`config.mk`:
```
export PLATFORM = sky130hd
export DESIGN_NAME = arith_sequencer_flat
export DESIGN_NICKNAME = d
export VERILOG_FILES = /design/src/rtl/arith_sequencer_if.sv /design/src/rtl/arith_sequencer.sv /design/src/flat_wrapper.sv
export SDC_FILE = /design/constraint.sdc
export NUM_CORES = 1
export LEC_CHECK = 0
export CAP_MARGIN = 30
export CORE_MARGIN = 2
export CORE_UTILIZATION = 40
export DETAILED_ROUTE_END_ITERATION = 16
export PLACE_DENSITY_LB_ADDON = 0.15
export SLEW_MARGIN = 40
export SYNTH_ARGS = -nofsm -noshare
export SYNTH_HDL_FRONTEND = slang
export SYNTH_SLANG_ARGS = --single-unit
```
`constraint.sdc`:
```
create_clock -name clock -period 1.9 [get_ports clock]
set_input_delay 0.38 -clock clock [delete_from_list [all_inputs] [get_ports clock]]
set_output_delay 0.38 -clock clock [all_outputs]
set_load 0.02 [all_outputs]
```
`src/rtl/arith_sequencer_if.sv`:
```
// arith_sequencer_if: bus between the sequencer and its environment.
//   run          - level request to execute instructions (to sequencer)
//   imem_req     - instruction fetch request (from sequencer)
//   imem_ready   - fetch data valid on inst this cycle (to sequencer)
//   inst         - 32-bit instruction word (to sequencer)
//   ir_load      - instruction register load strobe
//   pc_enable    - PC register load enable (PC+4)
//   rf_wr_enable - register file write enable
//   alu_op       - ALU operation select
//   alu_src2     - ALU operand B select: 1 = immediate, 0 = rt
//   rd_src       - write register select: 1 = rt, 0 = rd
//   zext         - immediate extension: 1 = zero-extend, 0 = sign-extend
//   except       - sticky unrecognized-instruction flag
//   busy         - high in every state except IDLE and HALT
//   retired      - count of completed instructions
// The slave modport is the sequencer's view; master is the environment's view.
interface arith_sequencer_if;
  logic        run;
  logic        imem_req;
  logic        imem_ready;
  logic [31:0] inst;
  logic        ir_load;
  logic        pc_enable;
  logic        rf_wr_enable;
  logic [2:0]  alu_op;
  logic        alu_src2;
  logic        rd_src;
  logic        zext;
  logic        except;
  logic        busy;
  logic [15:0] retired;

  modport master (
    output run, imem_ready, inst,
    input  imem_req, ir_load, pc_enable, rf_wr_enable, alu_op, alu_src2, rd_src, zext,
    input  except, busy, retired
  );

  modport slave (
    input  run, imem_ready, inst,
    output imem_req, ir_load, pc_enable, rf_wr_enable, alu_op, alu_src2, rd_src, zext,
    output except, busy, retired
  );
endinterface

```
`src/rtl/arith_sequencer.sv`:
```
// arith_sequencer: multi-cycle control sequencer for a small integer datapath.
// Each instruction walks FETCH -> DECODE -> EXEC -> WB; an unrecognised
// instruction parks the FSM in HALT with the sticky except flag set until reset.
// Ports:
//   clock - rising-edge clock
//   reset - asynchronous active-low reset
//   bus   - arith_sequencer_if.slave (fetch handshake, datapath controls, status)
module arith_sequencer (
  input  logic                    clock,
  input  logic                    reset,
  arith_sequencer_if.slave        bus
);

  // FSM encoding
  localparam logic [2:0] StIdle   = 3'd0;
  localparam logic [2:0] StFetch  = 3'd1;
  localparam logic [2:0] StDecode = 3'd2;
  localparam logic [2:0] StExec   = 3'd3;
  localparam logic [2:0] StWb     = 3'd4;
  localparam logic [2:0] StHalt   = 3'd5;

  // ALU operation codes
  localparam logic [2:0] AluAdd = 3'b010;
  localparam logic [2:0] AluSub = 3'b011;
  localparam logic [2:0] AluAnd = 3'b100;
  localparam logic [2:0] AluOr  = 3'b101;
  localparam logic [2:0] AluNor = 3'b110;
  localparam logic [2:0] AluXor = 3'b111;

  // Opcodes and R-type function codes
  localparam logic [5:0] OpRtype = 6'h00;
  localparam logic [5:0] OpAddi  = 6'h08;
  localparam logic [5:0] OpAndi  = 6'h0C;
  localparam logic [5:0] OpOri   = 6'h0D;
  localparam logic [5:0] OpXori  = 6'h0E;
  localparam logic [5:0] FnAdd   = 6'h20;
  localparam logic [5:0] FnSub   = 6'h22;
  localparam logic [5:0] FnAnd   = 6'h24;
  localparam logic [5:0] FnOr    = 6'h25;
  localparam logic [5:0] FnXor   = 6'h26;
  localparam logic [5:0] FnNor   = 6'h27;

  logic [2:0]  state_q, state_d;
  logic [5:0]  opcode_q, funct_q;
  logic [2:0]  alu_op_q;
  logic        alu_src2_q, rd_src_q, zext_q;
  logic        except_q;
  logic [15:0] retired_q;

  logic        fetch_done;
  logic        dec_legal;
  logic [2:0]  dec_alu_op;
  logic        dec_alu_src2, dec_rd_src, dec_zext;

  // Only the opcode and funct fields steer control; the register and
  // immediate fields go straight to the datapath.
  logic unused_inst;
  assign unused_inst = ^bus.inst[25:6];

  assign fetch_done = (state_q == StFetch) && bus.imem_ready;

  // Decode of the captured fields
  always_comb begin
    dec_legal    = 1'b1;
    dec_alu_op   = AluAdd;
    dec_alu_src2 = 1'b0;
    dec_rd_src   = 1'b0;
    dec_zext     = 1'b0;
    if (opcode_q == OpRtype) begin
      case (funct_q)
        FnAdd:   dec_alu_op = AluAdd;
        FnSub:   dec_alu_op = AluSub;
        FnAnd:   dec_alu_op = AluAnd;
        FnOr:    dec_alu_op = AluOr;
        FnXor:   dec_alu_op = AluXor;
        FnNor:   dec_alu_op = AluNor;
        default: dec_legal  = 1'b0;
      endcase
    end else begin
      // I-type: immediate operand, result goes to rt
      dec_alu_src2 = 1'b1;
      dec_rd_src   = 1'b1;
      case (opcode_q)
        OpAddi: dec_alu_op = AluAdd;
        OpAndi: begin
          dec_alu_op = AluAnd;
          dec_zext   = 1'b1;
        end
        OpOri: begin
          dec_alu_op = AluOr;
          dec_zext   = 1'b1;
        end
        OpXori: begin
          dec_alu_op = AluXor;
          dec_zext   = 1'b1;
        end
        default: dec_legal = 1'b0;
      endcase
    end
  end

  // Next-state logic
  always_comb begin
    state_d = state_q;
    case (state_q)
      StIdle:   if (bus.run) state_d = StFetch;
      StFetch:  if (bus.imem_ready) state_d = StDecode;
      StDecode: state_d = dec_legal ? StExec : StHalt;
      StExec:   state_d = StWb;
      // run is only sampled here, so dropping it mid-instruction never aborts it
      StWb:     state_d = bus.run ? StFetch : StIdle;
      StHalt:   state_d = StHalt;
      default:  state_d = StIdle;
    endcase
  end

  always_ff @(posedge clock or negedge reset) begin
    if (!reset) begin
      state_q <= StIdle;
    end else begin
      state_q <= state_d;
    end
  end

  // Instruction field capture on the fetch handshake
  always_ff @(posedge clock or negedge reset) begin
    if (!reset) begin
      opcode_q <= 6'h00;
      funct_q  <= 6'h00;
    end else if (fetch_done) begin
      opcode_q <= bus.inst[31:26];
      funct_q  <= bus.inst[5:0];
    end
  end

  // Datapath controls latch leaving DECODE and stay stable through EXEC and WB.
  // An illegal instruction leaves them untouched.
  always_ff @(posedge clock or negedge reset) begin
    if (!reset) begin
      alu_op_q   <= AluAdd;
      alu_src2_q <= 1'b0;
      rd_src_q   <= 1'b0;
      zext_q     <= 1'b0;
    end else if ((state_q == StDecode) && dec_legal) begin
      alu_op_q   <= dec_alu_op;
      alu_src2_q <= dec_alu_src2;
      rd_src_q   <= dec_rd_src;
      zext_q     <= dec_zext;
    end
  end

  // Sticky illegal-instruction flag, set on the transition into HALT
  always_ff @(posedge clock or negedge reset) begin
    if (!reset) begin
      except_q <= 1'b0;
    end else if ((state_q == StDecode) && !dec_legal) begin
      except_q <= 1'b1;
    end
  end

  // Retired-instruction counter; wraps silently
  always_ff @(posedge clock or negedge reset) begin
    if (!reset) begin
      retired_q <= 16'h0000;
    end else if (state_q == StWb) begin
      retired_q <= retired_q + 16'h0001;
    end
  end

  // Moore strobes (ir_load additionally qualified by imem_ready)
  assign bus.imem_req     = (state_q == StFetch);
  assign bus.ir_load      = fetch_done;
  assign bus.rf_wr_enable = (state_q == StWb);
  assign bus.pc_enable    = (state_q == StWb);
  assign bus.busy         = (state_q != StIdle) && (state_q != StHalt);

  assign bus.alu_op   = alu_op_q;
  assign bus.alu_src2 = alu_src2_q;
  assign bus.rd_src   = rd_src_q;
  assign bus.zext     = zext_q;
  assign bus.except   = except_q;
  assign bus.retired  = retired_q;

endmodule

```
`src/flat_wrapper.sv`:
```
// flat-port wrapper written by rule: the top's interface ports become plain ports
module arith_sequencer_flat 
  (clock, reset, bus_run, bus_imem_ready, bus_inst, bus_imem_req, bus_ir_load, bus_pc_enable, bus_rf_wr_enable, bus_alu_op, bus_alu_src2, bus_rd_src, bus_zext, bus_except, bus_busy, bus_retired);
  arith_sequencer_if bus_i ();
  input  logic clock;
  input  logic reset;
  input wire logic [$bits(bus_i.run)-1:0] bus_run;
  input wire logic [$bits(bus_i.imem_ready)-1:0] bus_imem_ready;
  input wire logic [$bits(bus_i.inst)-1:0] bus_inst;
  output wire logic [$bits(bus_i.imem_req)-1:0] bus_imem_req;
  output wire logic [$bits(bus_i.ir_load)-1:0] bus_ir_load;
  output wire logic [$bits(bus_i.pc_enable)-1:0] bus_pc_enable;
  output wire logic [$bits(bus_i.rf_wr_enable)-1:0] bus_rf_wr_enable;
  output wire logic [$bits(bus_i.alu_op)-1:0] bus_alu_op;
  output wire logic [$bits(bus_i.alu_src2)-1:0] bus_alu_src2;
  output wire logic [$bits(bus_i.rd_src)-1:0] bus_rd_src;
  output wire logic [$bits(bus_i.zext)-1:0] bus_zext;
  output wire logic [$bits(bus_i.except)-1:0] bus_except;
  output wire logic [$bits(bus_i.busy)-1:0] bus_busy;
  output wire logic [$bits(bus_i.retired)-1:0] bus_retired;
  assign bus_i.run = bus_run;
  assign bus_i.imem_ready = bus_imem_ready;
  assign bus_i.inst = bus_inst;
  assign bus_imem_req = bus_i.imem_req;
  assign bus_ir_load = bus_i.ir_load;
  assign bus_pc_enable = bus_i.pc_enable;
  assign bus_rf_wr_enable = bus_i.rf_wr_enable;
  assign bus_alu_op = bus_i.alu_op;
  assign bus_alu_src2 = bus_i.alu_src2;
  assign bus_rd_src = bus_i.rd_src;
  assign bus_zext = bus_i.zext;
  assign bus_except = bus_i.except;
  assign bus_busy = bus_i.busy;
  assign bus_retired = bus_i.retired;
  arith_sequencer u_core (.clock(clock), .reset(reset), .bus(bus_i));
endmodule
```
==> flow_summary.toml <==
[run_status]
outcome = "completed"

[timing]
fin_skew_ns = 0.00906
rsz0062_at_grt = "false"
setup_viol = 0
drv_slew = 0
finalCriticalPeriod_ns = 1.82
worst_slack_ns = 0.0753
fin_crit_sh = 0.960
worst_pin_slew_ns = 0.467
max_freq_mhz = 548
finalHoldViolCount = 0
relSlewSlack = 0.688

[clocking]
clk_pin_slew_ns = 0.07
h-tree-depth = 2
insertion_delay_ns = 0.29
cts_tree = "done"
numCtsBuffers = 5
hold_buffers = 0
clkSinkCount = 37
cts-root-buf = "clkbuf_8"
clock_path_buffers = 2

[cells_and_area]
diodes = 0
nets = 231
drive_gt1_frac = 0.221
fin_cells = 247
area_growth_pct = 34.9

[job]
max-cap-violations = 0

[yosys]
netlist_top_cells_area = "dfrtp_1 (51%), mux2_2 (8.2%), xnor2_1 (5.9%)"
async_flop_share = 1.00
synth-seq-cells = 37
syn_nets = 179
yosysUniqueCellTypes = 43
ys_seq_area_frac = 0.520
yosysWarnings = 0
synth_most_common_cell = "dfrtp_1"
syn_area_per_cell_um2 = 12.6
synth_top_cell_by_area = "dfrtp_1"
netlist_area_mm2 = 0.00178
syn_inst = 142
ys_top_cells_by_count = "dfrtp_1 (36), mux2_2 (13), xnor2_1 (12), nand3_1 (11), nand2_1 (5)"
synth_ff_type = "dfrtp_1"
synth_edf_count = 0
netlist.area_leader.share = 0.505

[placement]
portBuffers = 43
post-place-ws_ns = -0.162
gp_congestion = 0.772
dpl.hpwl_um = 2600
placedCellCount = 239

[detailed_routing]
drt_iter0_markers = 59
num_vias = 1271
dr.pass1.iters = 4
wirelength_um = 3480
drc = 0
ant_nets = 0
routedWlPerCell_um = 14.1
drt-vias-per-instance = 5.15

[die]
io_pins = 64
start_util = 0.412
rows = 24
die_w_um = 70.8
dieArea_mm2 = 0.00501
core_area_mm2 = 0.00432
die_h_um = 70.8

[power_and_ir_drop]
power.density_mw_per_mm2 = 1400
clock_power_share = 0.209
power_leakage_nw = 1.03
power_frac_seq = 0.380
p_sw_frac = 0.339
combPwrFrac = 0.411
ir_worst_vdd_mv = 0.715
p_sw_mw = 1.14
intPower_mw = 2.22

[global_route]
grt_pass1_vias = 1244
grt_max_degree = 38
overflow = 0
grt_pass1_wl_um = 5870
antenna_found_initial = 0
track_usage = 0.155

[setup_path]
arrival_ns = 1.44
cp.required_ns = 1.52
cp_max_fo = 4
critPathCaptureType = "output pin"
path_class = "flip-flop to output pin"
critPathLaunchType = "flip-flop"

[hold_path]
hold_path.class = "flip-flop to flip-flop"
## registers in the layout (all words and copies together), names as in the netlist
register             count
u_core.state_q           3
u_core.bus.alu_op        3
u_core.bus.alu_src2      1
u_core.bus.except        1
u_core.bus.retired      16
u_core.opcode_q          6
u_core.funct_q           6
u_core.bus.zext          1
## cells by family (layout without fill, tap and decap cells)
| group | count (synthesis) | count (layout) | synth area share |
|---|---|---|---|
| xor gates and xnor gates | 16 | 16 | 0.0786 |
| DFF | 37 | 37 | 0.520 |
| AOI/OAI and AO/OA | 14 | 14 | 0.0688 |
| adders and majority gates | 1 | 1 | 0.00702 |
| buffers and inverters | 9 | 62 | 0.0323 |
| and+or+nand+nor | 47 | 47 | 0.178 |
| muxes | 18 | 18 | 0.115 |
## cell type report
type,instances,area (um^2)
fill,389,1920
sequential,37,927
multi-input combinational,96,798
timing repair buffer,53,495
clock buffer,7,86.3
tap,52,65.1
clock inverter,1,30.0
inverter,1,3.75
## placed cells by master (no fill, tap or decap), types with 4 or more instances in the layout
master / Yosys / final
nand3_1: 11 / 11
clkbuf_8: 0 / 6
buf_4: 3 / 10
mux2_2: 13 / 13
clkdlybuf4s50_1: 0 / 38
dlygate4sd2_1: 0 / 4
and3_1: 4 / 4
xor2_1: 4 / 4
nand2_1: 5 / 5
dfrtp_1: 36 / 36
xnor2_1: 12 / 12
## worst max-delay path, stage by stage (launching register included)
cell	delay, ns
dfrtp_1	0.41
buf_4	0.17
and2_1	0.13
o21bai_1	0.11
dlygate4sd2_1	0.34
## metal layers
metal	up-vias	GRT usage	routed length (um)
li1	607	-	-
met1	629	0.174	1400
met2	33	0.269	1870
met3	2	0.0627	191
met4	0	0.0503	17
met5	-	0	0
## path summary, 6_finish.rpt
path / slack, ns / depth (start not counted) / end / from
max: 0.08 / 4 / bus_busy / u_core.state_q[2]
min: 0.47 / 1 / u_core.bus.retired[15] / u_core.bus.retired[15]
max reg2reg: 0.15 / 4 / u_core.bus.alu_op[2] / u_core.opcode_q[5]
min reg2reg: 0.47 / 1 / u_core.bus.retired[15] / u_core.bus.retired[15]
max in group asynchronous: 1.03 / 2 / u_core.bus.alu_op[1] / reset
min in group asynchronous: 0.50 / 2 / u_core.bus.retired[8] / reset
## through the flow
stage / hold slack, ns / instance area, um^2 / total power, mW / setup TNS [ns] / utilization
floorplan: 0.0844 / 1780 / 2.19 / 0 / -
detailed placement: 0.462 / 2300 / 2.73 / -0.162 / 0.532
finish: 0.472 / 2410 / 3.36 / 0 / 0.556
CTS: 0.476 / 2410 / 3.41 / 0 / 0.557
global placement: 0.462 / 2300 / 2.68 / -0.172 / 0.532
global route: 0.493 / 2410 / 3.58 / 0 / 0.556
## what timing repair did
action | CTS | global route
endpoints found under the setup margin | 5 | 1
setup buffers | 0 | 0
gates resized for setup | 5 | 2
## power by group through the flow
stage | logic, mW | registers (mW) | clock network, mW
4_1_cts | 1.41 | 1.28 | 0.723
3_3_place_gp | 1.40 | 1.28 | 0
5_1_grt | 1.49 | 1.32 | 0.773
2_1_floorplan | 0.853 | 1.34 | 0
3_5_place_dp | 1.44 | 1.29 | 0
6_report | 1.38 | 1.28 | 0.703
Power figures use the tool's default switching activity.
